`config.mk`:
```
export PLATFORM = sky130hd
export DESIGN_NAME = fetch_ctrl
export DESIGN_NICKNAME = d
export VERILOG_FILES = /design/src/rtl/fetch_ctrl_pkg.sv /design/src/rtl/fetch_fifo.sv /design/src/rtl/fetch_ctrl.sv
export SDC_FILE = /design/constraint.sdc
export NUM_CORES = 1
export LEC_CHECK = 0
export BUFFER_PORTS_ARGS = -buffer_cell sky130_fd_sc_hd__buf_2
export CORE_MARGIN = 2
export CORE_UTILIZATION = 55
export CTS_BUF_LIST = sky130_fd_sc_hd__clkbuf_8
export DETAILED_ROUTE_END_ITERATION = 8
export GPL_ROUTABILITY_DRIVEN = 0
export GPL_TIMING_DRIVEN = 0
export PLACE_DENSITY_LB_ADDON = 0.25
export REMOVE_ABC_BUFFERS = 1
export SETUP_SLACK_MARGIN = 0.1
export SLEW_MARGIN = 20
export SYNTH_ARGS = -nofsm -noshare
export SYNTH_HDL_FRONTEND = slang
export SYNTH_SLANG_ARGS = --single-unit
```
`constraint.sdc`:
```
create_clock -name clk -period 4 [get_ports clk]
set_input_delay 0.4 -clock clk [delete_from_list [all_inputs] [get_ports clk]]
set_output_delay 0.4 -clock clk [all_outputs]
set_load 0.005 [all_outputs]
```
`src/rtl/fetch_ctrl_pkg.sv`:
```
// Shared types for the fetch controller: queue entry layout and redirect sources.
// Optional feature macro used by fetch_ctrl: FETCH_BYPASS_EN.
package fetch_ctrl_pkg;

    localparam logic [31:0] RESET_PC_DEFAULT = 32'h8000_0000;

    typedef struct packed {
        logic [31:0] pc;
        logic [31:0] instruction;
        logic        exception;
        logic [7:0]  mcause;
    } fetch_entry_t;

    typedef enum logic [1:0] {
        NONE,
        EXC,
        MRET,
        MISPRED
    } redirect_src_t;

    // Trap entry beats trap return, which beats a branch correction.
    function automatic redirect_src_t redirect_sel(
        input logic exc,
        input logic ret,
        input logic mis
    );
        if (exc) return EXC;
        if (ret) return MRET;
        if (mis) return MISPRED;
        return NONE;
    endfunction

endpackage

```
`src/rtl/fetch_fifo.sv`:
```
// Fetch queue: power-of-two circular buffer of fetch entries.
// Synchronous flush takes priority over push and pop.
module fetch_fifo
    import fetch_ctrl_pkg::*;
#(
    parameter int DEPTH = 4,
    localparam int AW = $clog2(DEPTH)
) (
    input  logic         clk,
    input  logic         reset,
    input  logic         flush,
    input  logic         push,
    input  fetch_entry_t din,
    input  logic         pop,
    output fetch_entry_t dout,
    output logic         empty,
    output logic [AW:0]  count
);

    fetch_entry_t mem [DEPTH];
    logic [AW-1:0] rd_ptr;
    logic [AW-1:0] wr_ptr;

    always_ff @(posedge clk or posedge reset) begin
        if (reset) begin
            rd_ptr <= '0;
            wr_ptr <= '0;
            count  <= '0;
        end else if (flush) begin
            rd_ptr <= '0;
            wr_ptr <= '0;
            count  <= '0;
        end else begin
            if (push) wr_ptr <= wr_ptr + AW'(1);
            if (pop)  rd_ptr <= rd_ptr + AW'(1);
            count <= count + (AW+1)'(push) - (AW+1)'(pop);
        end
    end

    // Storage needs no reset; only entries below count are ever observed.
    always_ff @(posedge clk) begin
        if (push && !flush) mem[wr_ptr] <= din;
    end

    assign dout  = mem[rd_ptr];
    assign empty = (count == '0);

endmodule

```
`src/rtl/fetch_ctrl.sv`:
```
// Instruction fetch controller: credit-limited requests, fetch queue, redirects.
// Define FETCH_BYPASS_EN to forward a response straight to decode when the queue is empty.
module fetch_ctrl
    import fetch_ctrl_pkg::*;
#(
    parameter int          FQ_DEPTH = 4,
    parameter logic [31:0] RESET_PC = RESET_PC_DEFAULT
) (
    input  logic        clk,
    input  logic        reset,
    input  logic        exception,
    input  logic [31:0] mtvec_ReadData,
    input  logic        mret,
    input  logic [31:0] mepc_ReadData,
    input  logic        mispredicted,
    input  logic [31:0] pc_update,
    output logic        imem_req,
    output logic [31:0] imem_addr,
    input  logic [31:0] imem_instruction,
    input  logic        imem_exception,
    input  logic [7:0]  imem_mcause,
    output logic        fq_valid,
    input  logic        fq_ready,
    output logic [31:0] fq_pc,
    output logic [31:0] fq_instruction,
    output logic        fq_exception,
    output logic [7:0]  fq_mcause
);

    localparam logic [0:0] RUN  = 1'b0;
    localparam logic [0:0] HOLD = 1'b1;
    localparam int AW = $clog2(FQ_DEPTH);
    localparam int CW = AW + 2;

    logic [0:0]    state;
    logic [31:0]   pc;
    logic          inflight;
    logic [31:0]   inflight_pc;
    redirect_src_t src;
    logic          redirect;
    logic [31:0]   target;
    logic          resp_valid;
    logic          resp_exc;
    logic          credit_ok;
    fetch_entry_t  resp;
    fetch_entry_t  head;
    fetch_entry_t  fifo_dout;
    logic          push;
    logic          pop;
    logic          fifo_empty;
    logic [AW:0]   fifo_count;

    always_comb begin
        src      = redirect_sel(exception, mret, mispredicted);
        redirect = (src != NONE);
        unique case (src)
            EXC:     target = mtvec_ReadData;
            MRET:    target = mepc_ReadData;
            MISPRED: target = pc_update;
            default: target = pc;
        endcase
    end

    // A redirect kills the response of the previous cycle's request.
    assign resp_valid = inflight && !redirect;
    assign resp_exc   = resp_valid && imem_exception;
    assign resp       = '{pc: inflight_pc, instruction: imem_instruction,
                          exception: imem_exception, mcause: imem_mcause};

    assign credit_ok = (CW'(fifo_count) + CW'(inflight)) < CW'(FQ_DEPTH);
    assign imem_req  = !reset && (state == RUN) && !redirect
                       && !resp_exc && credit_ok;
    assign imem_addr = pc;

`ifdef FETCH_BYPASS_EN
    logic bypass;
    assign bypass   = resp_valid && fifo_empty;
    assign push     = resp_valid && !(bypass && fq_ready);
    assign pop      = !fifo_empty && fq_ready;
    assign fq_valid = !fifo_empty || bypass;
    assign head     = fifo_empty ? resp : fifo_dout;
`else
    assign push     = resp_valid;
    assign pop      = !fifo_empty && fq_ready;
    assign fq_valid = !fifo_empty;
    assign head     = fifo_dout;
`endif

    assign fq_pc          = fq_valid ? head.pc : '0;
    assign fq_instruction = fq_valid ? head.instruction : '0;
    assign fq_exception   = fq_valid && head.exception;
    assign fq_mcause      = fq_valid ? head.mcause : '0;

    fetch_fifo #(
        .DEPTH(FQ_DEPTH)
    ) u_fifo (
        .clk   (clk),
        .reset (reset),
        .flush (redirect),
        .push  (push),
        .din   (resp),
        .pop   (pop),
        .dout  (fifo_dout),
        .empty (fifo_empty),
        .count (fifo_count)
    );

    always_ff @(posedge clk or posedge reset) begin
        if (reset) begin
            state       <= RUN;
            pc          <= RESET_PC;
            inflight    <= 1'b0;
            inflight_pc <= '0;
        end else begin
            inflight    <= imem_req;
            inflight_pc <= pc;
            if (redirect) begin
                state <= RUN;
                pc    <= target;
            end else begin
                if (resp_exc) state <= HOLD;
                if (imem_req) pc <= pc + 32'd4;
            end
        end
    end

endmodule

```
==> results of run 1 <==
==> critical path: stages <==
cell     delay [ns]
buf_2          0.67
or3_2          0.70
o21ai_1        0.31
nor2_1         0.72
a41oi_1        0.23
o221a_2        0.27
==> worst paths after layout <==
| kind | start | to | slack (ns) | cells past startpoint |
|---|---|---|---|---|
| min in group asynchronous | reset | imem_addr[9] | 0.41 | 3 |
| setup / recovery | exception | imem_addr[16] | 1.15 | 6 |
| hold reg to reg | imem_addr[31] | inflight_pc[31] | 0.43 | 0 |
| setup reg to reg | inflight | imem_addr[16] | 1.30 | 5 |
| hold / removal | mtvec_ReadData[5] | imem_addr[5] | 0.04 | 3 |
| max in group asynchronous | reset | u_fifo.rd_ptr[0] | 3.02 | 4 |
==> metal layers <==
layer  global-route usage [%]  vias up
met2                    37.21      329
li1                         -     4050
met4                    6.934        0
met5                        0        -
met3                    3.858       54
met1                    30.85     4414
==> registers in the layout (all words and copies together) (netlist names) <==
| signal | flops |
|---|---|
| imem_addr | 32 |
| inflight | 1 |
| inflight_pc | 32 |
| state | 1 |
| u_fifo.count | 3 |
| u_fifo.mem | 292 |
| u_fifo.rd_ptr | 2 |
| u_fifo.wr_ptr | 2 |
==> cells by family (layout without fill, tap and decap cells) <==
logic type      count (synthesis)  in the layout
xor+xnor                       15             15
flops                         365            365
buf+inv                        73            399
mux                            77             77
compound gates                136            136
simple gates                  213            213
fa+ha+maj                       9              9
==> stage by stage <==
stage          instances  utilization (%)  TNS, ns  instance area [sq um]  power, W
2_1_floorplan        836                -   -11.13                  14730  0.004489
3_3_place_gp        1426            61.20  -783.78                  16400  0.004695
3_5_place_dp        1436            62.20        0                  16670  0.004716
4_1_cts             1554            67.06        0                  17970  0.007855
5_1_grt             1555            67.12        0                  17990  0.008077
6_report            1555            67.12        0                  17990  0.007782
==> cells in the final DEF (no fill, tap or decap), drive strengths merged, types with 11 or more instances in the layout <==
cell	count
and3b	11
clkinv	22
xnor2	11
clkbuf	61
dfrtp	72
edfxtp	292
o21ai	26
dlygate4sd3	15
nand2	44
buf	259
and2	79
nor2	21
mux4	73
inv	33
a21oi	46
==> power groups by stage <==
stage          Combinational (W)  Clock [W]  Sequential [W]
2_1_floorplan           0.000139          0         0.00435
3_3_place_gp            0.000320          0         0.00438
3_5_place_dp            0.000333          0         0.00438
4_1_cts                 0.000346    0.00320         0.00431
5_1_grt                 0.000387    0.00337         0.00432
6_report                0.000344    0.00313         0.00431
==> timing repair <==
action	in CTS	in global routing
hold buffers	14	1
hold endpoints to repair	64	2
setup endpoints to repair	0	0
==> layout make-up <==
cell class,instances,share of cell area (%)
multi-input combinational,450,22.72
timing repair buffer,274,9.049
inverter,21,0.4521
clock inverter,43,1.794
sequential,365,58.94
clock buffer,61,4.667
tap,341,2.372
==> metrics.cfg, run 1 <==
[synthesis]
yosysMostFrequentCell=edfxtp_1
synth-adder-area-share_pct=0.8036
synth_edf_count=292
yosys.area_share.xor_xnor_pct=0.8790
yosys.area.top_type=edfxtp_1
synth_simple_gate_area_share_pct=8.220
seq_area_frac_synth_pct=70.89
synth_top_family_by_area=multiplexers
synth_cell_types=54
ys_ff_latch=365
syn_area_sq_mm=0.01495
ys_warn_count=0
synthTopCellsByArea=edfxtp_1 (59%), dfrtp_1 (12%), mux4_2 (11%)
synth-async-reset-ratio_pct=20.00
syn_avg_cell_area_sq_um=16.83
synthMuxAreaShare_pct=11.27
synth_cells=888
synthFlopType=edfxtp_1
synth_top_area_share_pct=58.66
synth_compound_gate_area_share_pct=5.943
synth_commonest_cells=edfxtp_1 (292), and2_1 (79), mux4_2 (73)

[pwr]
p_sw_share_pct=21.63
intPower_w=0.006099
pwr-share-seq_pct=55.3
pwr-share-comb_pct=4.4
vdd_drop_max_uv=267.6
power_leakage_nw=6.833
power.switching_w=0.001683
power_density_mw_per_mm2=432.6
p_clk_share_pct=40.2

[routing]
top_layer=met4
drt_pass1_iterations=5
remaining_drc_errors=0
vias=8847
wl_met1_um=13150
routed_wirelength_um=31320
via_per_inst=5.689
dr.first_iter.drc_count=629
wl_met3_um=2018
routed-wl-met2_um=15460
ant_nets=0
wl_per_cell_um=20.14

[timing]
relSlewSlack_pct=32.42
hold_viol_final=0
finalMaxSlewViolations=0
final.period_utilization_pct=71.13
worst_hold_slack_ns=0.03740
tightest_slew_ns=1.006
finalWorstPathRequiredPeriod_ns=2.845
setup_ws_ns=1.155
rsz0062_at_grt=no
setup_viol=0
finClkSkew_ns=0.01379
fmax_ghz=0.3515

[layout]
area_growth_pct=20.36
multi_input_area_sq_mm=0.004088
fin_nets=1320
regArea_sq_mm=0.01060
fill_cells=1912
drive_above_1_share_pct=36.16
antennaDiodeCount=0

[job]
cap_violations=0

[die]
fp.dieArea_sq_mm=0.02851
start_util_pct=55.77
dieHeight_um=168.9
rows=60
fp.coreArea_sq_mm=0.02680
fp.dieW_um=168.9
io_pins=250

[setup_path]
required_ns=4.47
crit_fanout=54
cp-start-kind=input pin
worst_ep_arrival_time_ns=3.32
critical_path_class=input pin to flop
crit_path_end_kind=flop

[global_routing]
grt_pass1_wl_um=49030
grt_max_degree=64
grt_usage_pct=22.41
grt_pass1_vias=9036
antenna_found_initial=0
overflow=0

[clock_network]
clock-sinks=365
htreeDepth=2
root_buffer=clkbuf_8
post_cts_buffers=0
clk_path_buf_depth=3
numCtsBuffers=56
cts_tree=built
clk_pin_slew_ns=0.06
cts_resized=0
clk_latency_ns=0.58

[outcome]
status=completed

[place]
hpwl_um=19630
port_buffers=249
place_ws_ns=0.4407

[min_path]
hold_path_class=input pin to flop

No activity file was read; power rests on OpenSTA's default activity.
==> inputs of run 2 (changes only) <==
--- a/config.mk
+++ b/config.mk
@@ -5,6 +5,7 @@
 export SDC_FILE = /design/constraint.sdc
 export NUM_CORES = 1
 export LEC_CHECK = 0
+export ABC_AREA = 1
 export BUFFER_PORTS_ARGS = -buffer_cell sky130_fd_sc_hd__buf_2
 export CORE_MARGIN = 2
 export CORE_UTILIZATION = 55
==> constraint.sdc (replaced) <==
create_clock -name clk -period 2.7 [get_ports clk]
set_input_delay 0.27 -clock clk [delete_from_list [all_inputs] [get_ports clk]]
set_output_delay 0.27 -clock clk [all_outputs]
set_load 0.005 [all_outputs]
==> run 2 against run 1 <==
Setup slack got worse by 0.93 ns. Highest routed layer unchanged. Die area up 3.5%. Count of clock-buffer cells in the layout rose by 1. Total power is 48% higher.
==> metrics.cfg, run 2 <==
[setup_path]
cp-start-kind=flop  ; was input pin
cp_cell_sequence=buf_16 > inv_16 > buf_16 > o21ai_0 > a21oi_1 > buf_2  ; was buf_2 > or3_2 > o21ai_1 > nor2_1 > a41oi_1 > o221a_2
r2r_cells=5  ; unchanged
r2r-end=u_fifo.mem[2][64]  ; was imem_addr[16]
crit_path_end_kind=output pin  ; was flop
reg2reg_slack_ns=0.42  ; was 1.30 ns
r2r-start=inflight  ; unchanged
path_common_cell=buf_16
path_depth=6  ; unchanged
critical_path_class=flop to output pin  ; was input pin to flop
worst_ep_arrival_time_ns=2.21  ; was 3.32 ns
crit_path_top_delay_cell=dfrtp_4  ; was nor2_1
required_ns=2.43  ; was 4.47 ns
cp_top_family=buffers and inverters  ; was simple AND/OR/NAND/NOR gates
critPathBufInv=4  ; was 1
crit_fanout=42  ; was 54
max_stage_delay_ns=0.52  ; was 0.72 ns

[pwr]
power_leakage_nw=7.893  ; was 6.833 nW
vdd_drop_max_uv=368.3  ; was 267.6 uV
power_density_mw_per_mm2=595.1  ; was 432.6 mW/mm^2
power_w=0.01149  ; was 0.007782 W

[global_routing]
grt_max_degree=53  ; was 64
grt_pass1_vias=11446  ; was 9,036
grt_usage_pct=27.08  ; was 22.41%
overflow=0  ; unchanged
antenna_found_initial=0  ; unchanged
grt_pass1_wl_um=60740  ; was 49,030 um

[timing]
tightest_slew_ns=1.063  ; was 1.006 ns
fmax_ghz=0.4037
hold_viol_final=0  ; unchanged
finClkSkew_ns=0.01943  ; was 0.01379 ns
rsz0062_at_grt=no  ; unchanged
final.period_utilization_pct=91.74
setup_viol=0  ; unchanged
finalMaxSlewViolations=0  ; unchanged
relSlewSlack_pct=29.10  ; was 32.42%
finalWorstPathRequiredPeriod_ns=2.477
worst_hold_slack_ns=0.03743  ; was 0.03740 ns

[routing]
vias=11949  ; was 8,847
wl_per_cell_um=18.19  ; was 20.14 um
drt_pass1_iterations=8  ; was 5
ant_nets=0  ; unchanged
routed_wirelength_um=40490  ; was 31,320 um
remaining_drc_errors=0  ; unchanged
via_per_inst=5.368  ; was 5.689
dr.first_iter.drc_count=1113  ; was 629

[synthesis]
synth_cells=1483  ; was 888
yosysMostFrequentCell=nor2_1  ; was edfxtp_1
syn_area_sq_mm=0.01548  ; was 0.01495 sq mm
yosys.area.top_type=edfxtp_1  ; unchanged
ys_ff_latch=365  ; unchanged
synth_edf_count=292  ; unchanged
synth-async-reset-ratio_pct=20.00  ; unchanged
syn_avg_cell_area_sq_um=10.44  ; was 16.83 sq um
synth_commonest_cells=nor2_1 (375), edfxtp_1 (292), nand2_1 (229)  ; was edfxtp_1 (292), and2_1 (79), mux4_2 (73)
ys_warn_count=0  ; unchanged
seq_area_frac_synth_pct=68.45  ; was 70.89%
synth_top_area_share_pct=56.64  ; was 58.66%
synthFlopType=edfxtp_1  ; unchanged
synthTopCellsByArea=edfxtp_1 (57%), dfrtp_1 (12%), nor2_1 (9.1%)  ; was edfxtp_1 (59%), dfrtp_1 (12%), mux4_2 (11%)
synth_cell_types=35  ; was 54

[layout]
drive_above_1_share_pct=21.00  ; was 36.16%
final_common_cell=nor2_1  ; was edfxtp_1
top_register=u_fifo.mem  ; unchanged
fin_cells=2226  ; was 1,555
largest_reg_flops=292  ; unchanged
area_growth_pct=24.77  ; was 20.36%
antennaDiodeCount=0  ; unchanged
final_cell_mix=nor2_1 (371), edfxtp_1 (292), buf_2 (249)  ; was edfxtp_1 (292), buf_2 (248), and2_1 (79)
fin_nets=1953  ; was 1,320

[die]
io_pins=250  ; unchanged
fp.dieArea_sq_mm=0.02950  ; was 0.02851 sq mm
dieHeight_um=171.8  ; was 168.9 um
start_util_pct=55.72  ; was 55.77%
rows=61  ; was 60
fp.dieW_um=171.8  ; was 168.9 um
fp.coreArea_sq_mm=0.02778  ; was 0.02680 sq mm

[min_path]
hold_path_class=input pin to flop  ; unchanged
hold_depth=5  ; was 3
whs_endpoint=imem_addr[2]  ; was imem_addr[5]
min_from=pc_update[2]  ; was mtvec_ReadData[5]

[clock_network]
root_buffer=clkbuf_8  ; unchanged
cts_tree=built  ; unchanged
clk_latency_ns=0.58  ; about the same
htreeDepth=2  ; unchanged
clk_path_buf_depth=3  ; unchanged
numCtsBuffers=56  ; unchanged
clk_pin_slew_ns=0.07  ; was 0.06 ns
clock-sinks=365  ; unchanged

[place]
dpl.cell_count=2055  ; was 1,436
hpwl_um=23620  ; was 19,630 um
port_buffers=249  ; unchanged

[job]
cap_violations=0  ; unchanged

[outcome]
status=completed  ; unchanged

==> run 2: cell count changes after synthesis, sizes merged, moves of 11 or more <==
| cell | previous run | this run |
|---|---|---|
| nor2 | 21 | 378 |
| nand2 | 44 | 233 |
| o21ai | 26 | 161 |
| and2 | 79 | 1 |
| mux4 | 73 | 0 |
| a21oi | 46 | 109 |
| nand3 | 7 | 69 |
| inv | 21 | 63 |
| buf | 20 | 39 |
| and3b | 11 | 0 |
==> run 2: worst max path at each step <==
stage                          start           endpoint  slack (ns)
CTS                  u_fifo.count[1]          fq_pc[27]        0.12
global placement    u_fifo.rd_ptr[0]          fq_pc[27]       -5.58
detailed placement         exception  u_fifo.mem[1][40]       -0.61
global route        u_fifo.rd_ptr[0]           fq_pc[6]        0.10
floorplan               mispredicted   u_fifo.mem[0][0]       -2.01
finish              u_fifo.rd_ptr[0]          fq_pc[27]        0.22
==> run 2: worst min-delay path: stages <==
cell and delay (ns):
buf_2 0.08, nand2_1 0.04, nand2_1 0.05, a21oi_1 0.03, o21ai_1 0.11
==> run 2: cell type report <==
class | instances | area (sq um)
repair inverters | 1 | 8.758
inverters | 63 | 277.8
clock inverters | 43 | 256.5
multi-input cells | 979 | 4342
repair buffers | 335 | 2501
flip-flops and latches | 365 | 10600
fillers | 2085 | 8466
clock buffers | 62 | 853.3
well taps | 378 | 473.0
==> run 2: metrics by stage <==
step | utilization (%) | area (sq um) | setup TNS, ns | setup slack, ns
after floorplan | - | 15140 | -738.60 | -2.010
after global placement | 60.67 | 16860 | -2044.76 | -5.581
after detailed placement | 62.66 | 17410 | -125.10 | -0.6065
after CTS | 69.28 | 19250 | 0 | 0.1153
after global routing | 69.53 | 19320 | 0 | 0.1021
final | 69.53 | 19320 | 0 | 0.2230
==> run 2: cells by family after synthesis <==
logic type / share of synthesized area [%]
flip-flops: 68.45
AND/OR/NAND/NOR: 17.81
adder cells (fa/ha/maj): 0.7759
XOR/XNOR: 0.1132
AO/OA/AOI/OAI: 9.109
buffers and inverters: 3.750
==> run 2: per-layer routing <==
layer / global-route usage, % / up-vias / share of wire (%)
li1: - / 5694 / -
met1: 35.09 / 5616 / 41
met2: 46.32 / 575 / 48
met3: 5.062 / 64 / 8.4
met4: 8.878 / 0 / 2.2
met5: 0 / - / 0
==> run 2: repair_timing <==
item | 4_1_cts | 5_1_grt
hold endpoints to repair | 207 | 0
gates cloned | 3 | 2
hold buffers | 49 | 0
setup buffers | 12 | 0
resized for setup | 5 | 13
endpoints found under the setup margin | 152 | 68
pin swaps | 2 | 0
==> run 2: power by group <==
part | leakage (nW) | total, W | switching, W | internal (W)
clock network | 0.650 | 0.00445 | 0.00205 | 0.00240
registers | 3.52 | 0.00643 | 0.000183 | 0.00625
logic | 3.73 | 0.000615 | 0.000344 | 0.000271
==> inputs of run 3 (changes only) <==
--- a/config.mk
+++ b/config.mk
@@ -13,7 +13,7 @@
 export DETAILED_ROUTE_END_ITERATION = 8
 export GPL_ROUTABILITY_DRIVEN = 0
 export GPL_TIMING_DRIVEN = 0
-export PLACE_DENSITY_LB_ADDON = 0.25
+export PLACE_DENSITY = 0.74
 export REMOVE_ABC_BUFFERS = 1
 export SETUP_SLACK_MARGIN = 0.1
 export SLEW_MARGIN = 20
==> run 3 against run 2 <==
Core utilization is 0.76 points lower. Setup slack got worse by 0.0063 ns. Cell count fell by 0.67%. Maximum frequency down 0.25%. Clock power shrank 4%. Flip-flop and latch count unchanged. First-iteration DRC count down 11%. Sequential power hardly changed.
==> metrics.cfg, run 3 (synthesis results as in run 2) <==
[layout]
final_cell_mix=nor2_1 (371), edfxtp_1 (292), buf_2 (249)  ; unchanged
area_growth_pct=23.41  ; was 24.77%
final_common_cell=nor2_1  ; unchanged
fill_cells=2097  ; was 2,085
largest_reg_flops=292  ; unchanged
drive_above_1_share_pct=20.58  ; was 21.00%
final_area_sq_mm=0.01911  ; was 0.01932 sq mm
top_register=u_fifo.mem  ; unchanged
multi_input_area_sq_mm=0.004347  ; was 0.004342 sq mm
fin_nets=1945  ; was 1,953
fin_util_pct=68.77  ; was 69.53%
regArea_sq_mm=0.01060  ; unchanged
fin_cells=2211  ; was 2,226

[pwr]
power_density_mw_per_mm2=591.2  ; was 595.1 mW/mm^2
power_leakage_nw=7.783  ; was 7.893 nW
vdd_drop_max_uv=377.7  ; was 368.3 uV

[global_routing]
grt_pass1_wl_um=59610  ; was 60,740 um
overflow=0  ; unchanged
antenna_found_initial=1  ; was 0
grt_max_degree=55  ; was 53
grt_usage_pct=26.40  ; was 27.08%
grt_pass1_vias=11418  ; was 11.45k

[min_path]
hold_depth=3  ; was 5
whs_endpoint=imem_addr[0]  ; was imem_addr[2]
hold_path_class=input pin to flop  ; unchanged
min_from=pc_update[0]  ; was pc_update[2]

[routing]
vias=11893  ; was 11.95k
via_per_inst=5.379  ; was 5.368
wl_per_cell_um=17.84  ; was 18.19 um
ant_nets=0  ; unchanged
routed_wirelength_um=39450  ; was 40,490 um
remaining_drc_errors=0  ; unchanged
dr.first_iter.drc_count=989  ; was 1,113
drt_pass1_iterations=8  ; unchanged

[setup_path]
cp_cell_sequence=buf_12 > inv_12 > buf_12 > nor2_1 > o21ai_0 > a21oi_1 > buf_2  ; was buf_16 > inv_16 > buf_16 > o21ai_0 > a21oi_1 > buf_2
cp-start-kind=flop  ; unchanged
path_common_cell=buf_12  ; was buf_16
cp_top_family=buffers and inverters  ; unchanged
r2r-end=u_fifo.mem[1][69]  ; was u_fifo.mem[2][64]
max_stage_delay_ns=0.50  ; was 0.52 ns
critical_path_class=flop to output pin  ; unchanged
reg2reg_slack_ns=0.37  ; was 0.42 ns
worst_ep_arrival_time_ns=2.21  ; about the same
r2r_cells=6  ; was 5
r2r-start=inflight  ; unchanged
critPathBufInv=4  ; unchanged
crit_fanout=42  ; unchanged
crit_path_top_delay_cell=dfrtp_4  ; unchanged
crit_path_end_kind=output pin  ; unchanged
required_ns=2.43  ; about the same

[place]
dpl.cell_count=2054  ; was 2,055
post_dp_cell_area_sq_mm=0.01736  ; was 0.01741 sq mm
hpwl_um=23650  ; was 23,620 um
port_buffers=249  ; unchanged
place_ws_ns=-0.6566  ; was -0.6065 ns

[die]
dieHeight_um=171.8  ; unchanged
fp.dieArea_sq_mm=0.02950  ; unchanged
fp.coreArea_sq_mm=0.02778  ; unchanged
rows=61  ; unchanged
fp.dieW_um=171.8  ; unchanged
start_util_pct=55.72  ; unchanged
io_pins=250  ; unchanged

[clock_network]
clk_pin_slew_ns=0.07  ; about the same
clock-sinks=365  ; unchanged
cts_tree=built  ; unchanged
clk_path_buf_depth=3  ; unchanged
htreeDepth=2  ; unchanged
numCtsBuffers=56  ; unchanged
root_buffer=clkbuf_8  ; unchanged
clk_latency_ns=0.58  ; about the same

[timing]
hold_viol_final=0  ; unchanged
tightest_slew_ns=0.8576  ; was 1.063 ns
setup_ws_ns=0.2167  ; was 0.2230 ns
fmax_ghz=0.4027  ; was 0.4037 GHz
relSlewSlack_pct=42.75  ; was 29.10%
finClkSkew_ns=0.02936  ; was 0.01943 ns
setup_viol=0  ; unchanged
rsz0062_at_grt=yes  ; was no
finalMaxSlewViolations=0  ; unchanged
finalWorstPathRequiredPeriod_ns=2.483  ; was 2.477 ns
final.period_utilization_pct=91.97  ; was 91.74%

[outcome]
status=completed  ; unchanged

[job]
cap_violations=0  ; unchanged

## run 3: report_power, final
part,internal [W],switching (W)
registers,0.00625,0.000177
logic,0.000270,0.000343
clock network,0.00226,0.00199
total,0.00879,0.00251
## run 3: cell type report
type,instances,share of cell area [%]
diodes,1,0.01310
clock inverters,32,0.8055
flip-flops and latches,365,55.50
repair buffers,328,12.34
well taps,378,2.475
inverters,63,1.434
clock buffers,65,4.682
multi-input cells,979,22.75
## run 3: routing by layer
layer	track usage (%)	up-vias	wire length [um]
met4	9.061	0	1074
met3	6.121	81	3043
met1	33.45	5643	16250
li1	-	5682	-
met5	0	-	0
met2	44.93	487	19080
## run 3: timing repair
item | 4_1_cts | 5_1_grt
pin swaps | 1 | 0
buffers inserted | 9 | 0
hold buffers | 48 | 0
resized for setup | 7 | 4
setup endpoints to repair | 109 | 42
hold endpoints to repair | 211 | 0
cloned | 1 | 1
## run 3: worst register-to-register path: stages (launching register included)
cell and delay (ns):
dfrtp_1 0.46, inv_1 0.07, nor2_1 0.27, inv_1 0.26, nor2_4 0.47, buf_12 0.26, buf_12 0.21
## run 3: how the worst max path moves through the flow
stage,start,end,cells past startpoint
after floorplan,mispredicted,u_fifo.mem[0][0],5
after global placement,u_fifo.rd_ptr[0],fq_pc[30],4
after detailed placement,exception,u_fifo.mem[3][20],8
after CTS,u_fifo.rd_ptr[0],fq_pc[30],6
after global routing,u_fifo.rd_ptr[1],fq_pc[25],7
final,u_fifo.rd_ptr[1],fq_instruction[11],7
## run 3: stage by stage
stage / hold WS, ns / TNS [ns] / total power [W]
final: 0.02768 / 0 / 0.01130
after global routing: 0.02788 / 0 / 0.01173
after CTS: 0.007810 / 0 / 0.01137
after detailed placement: 0.3782 / -113.96 / 0.007085
after global placement: 0.3969 / -2011.28 / 0.007057
after floorplan: 0.3689 / -738.60 / 0.006733
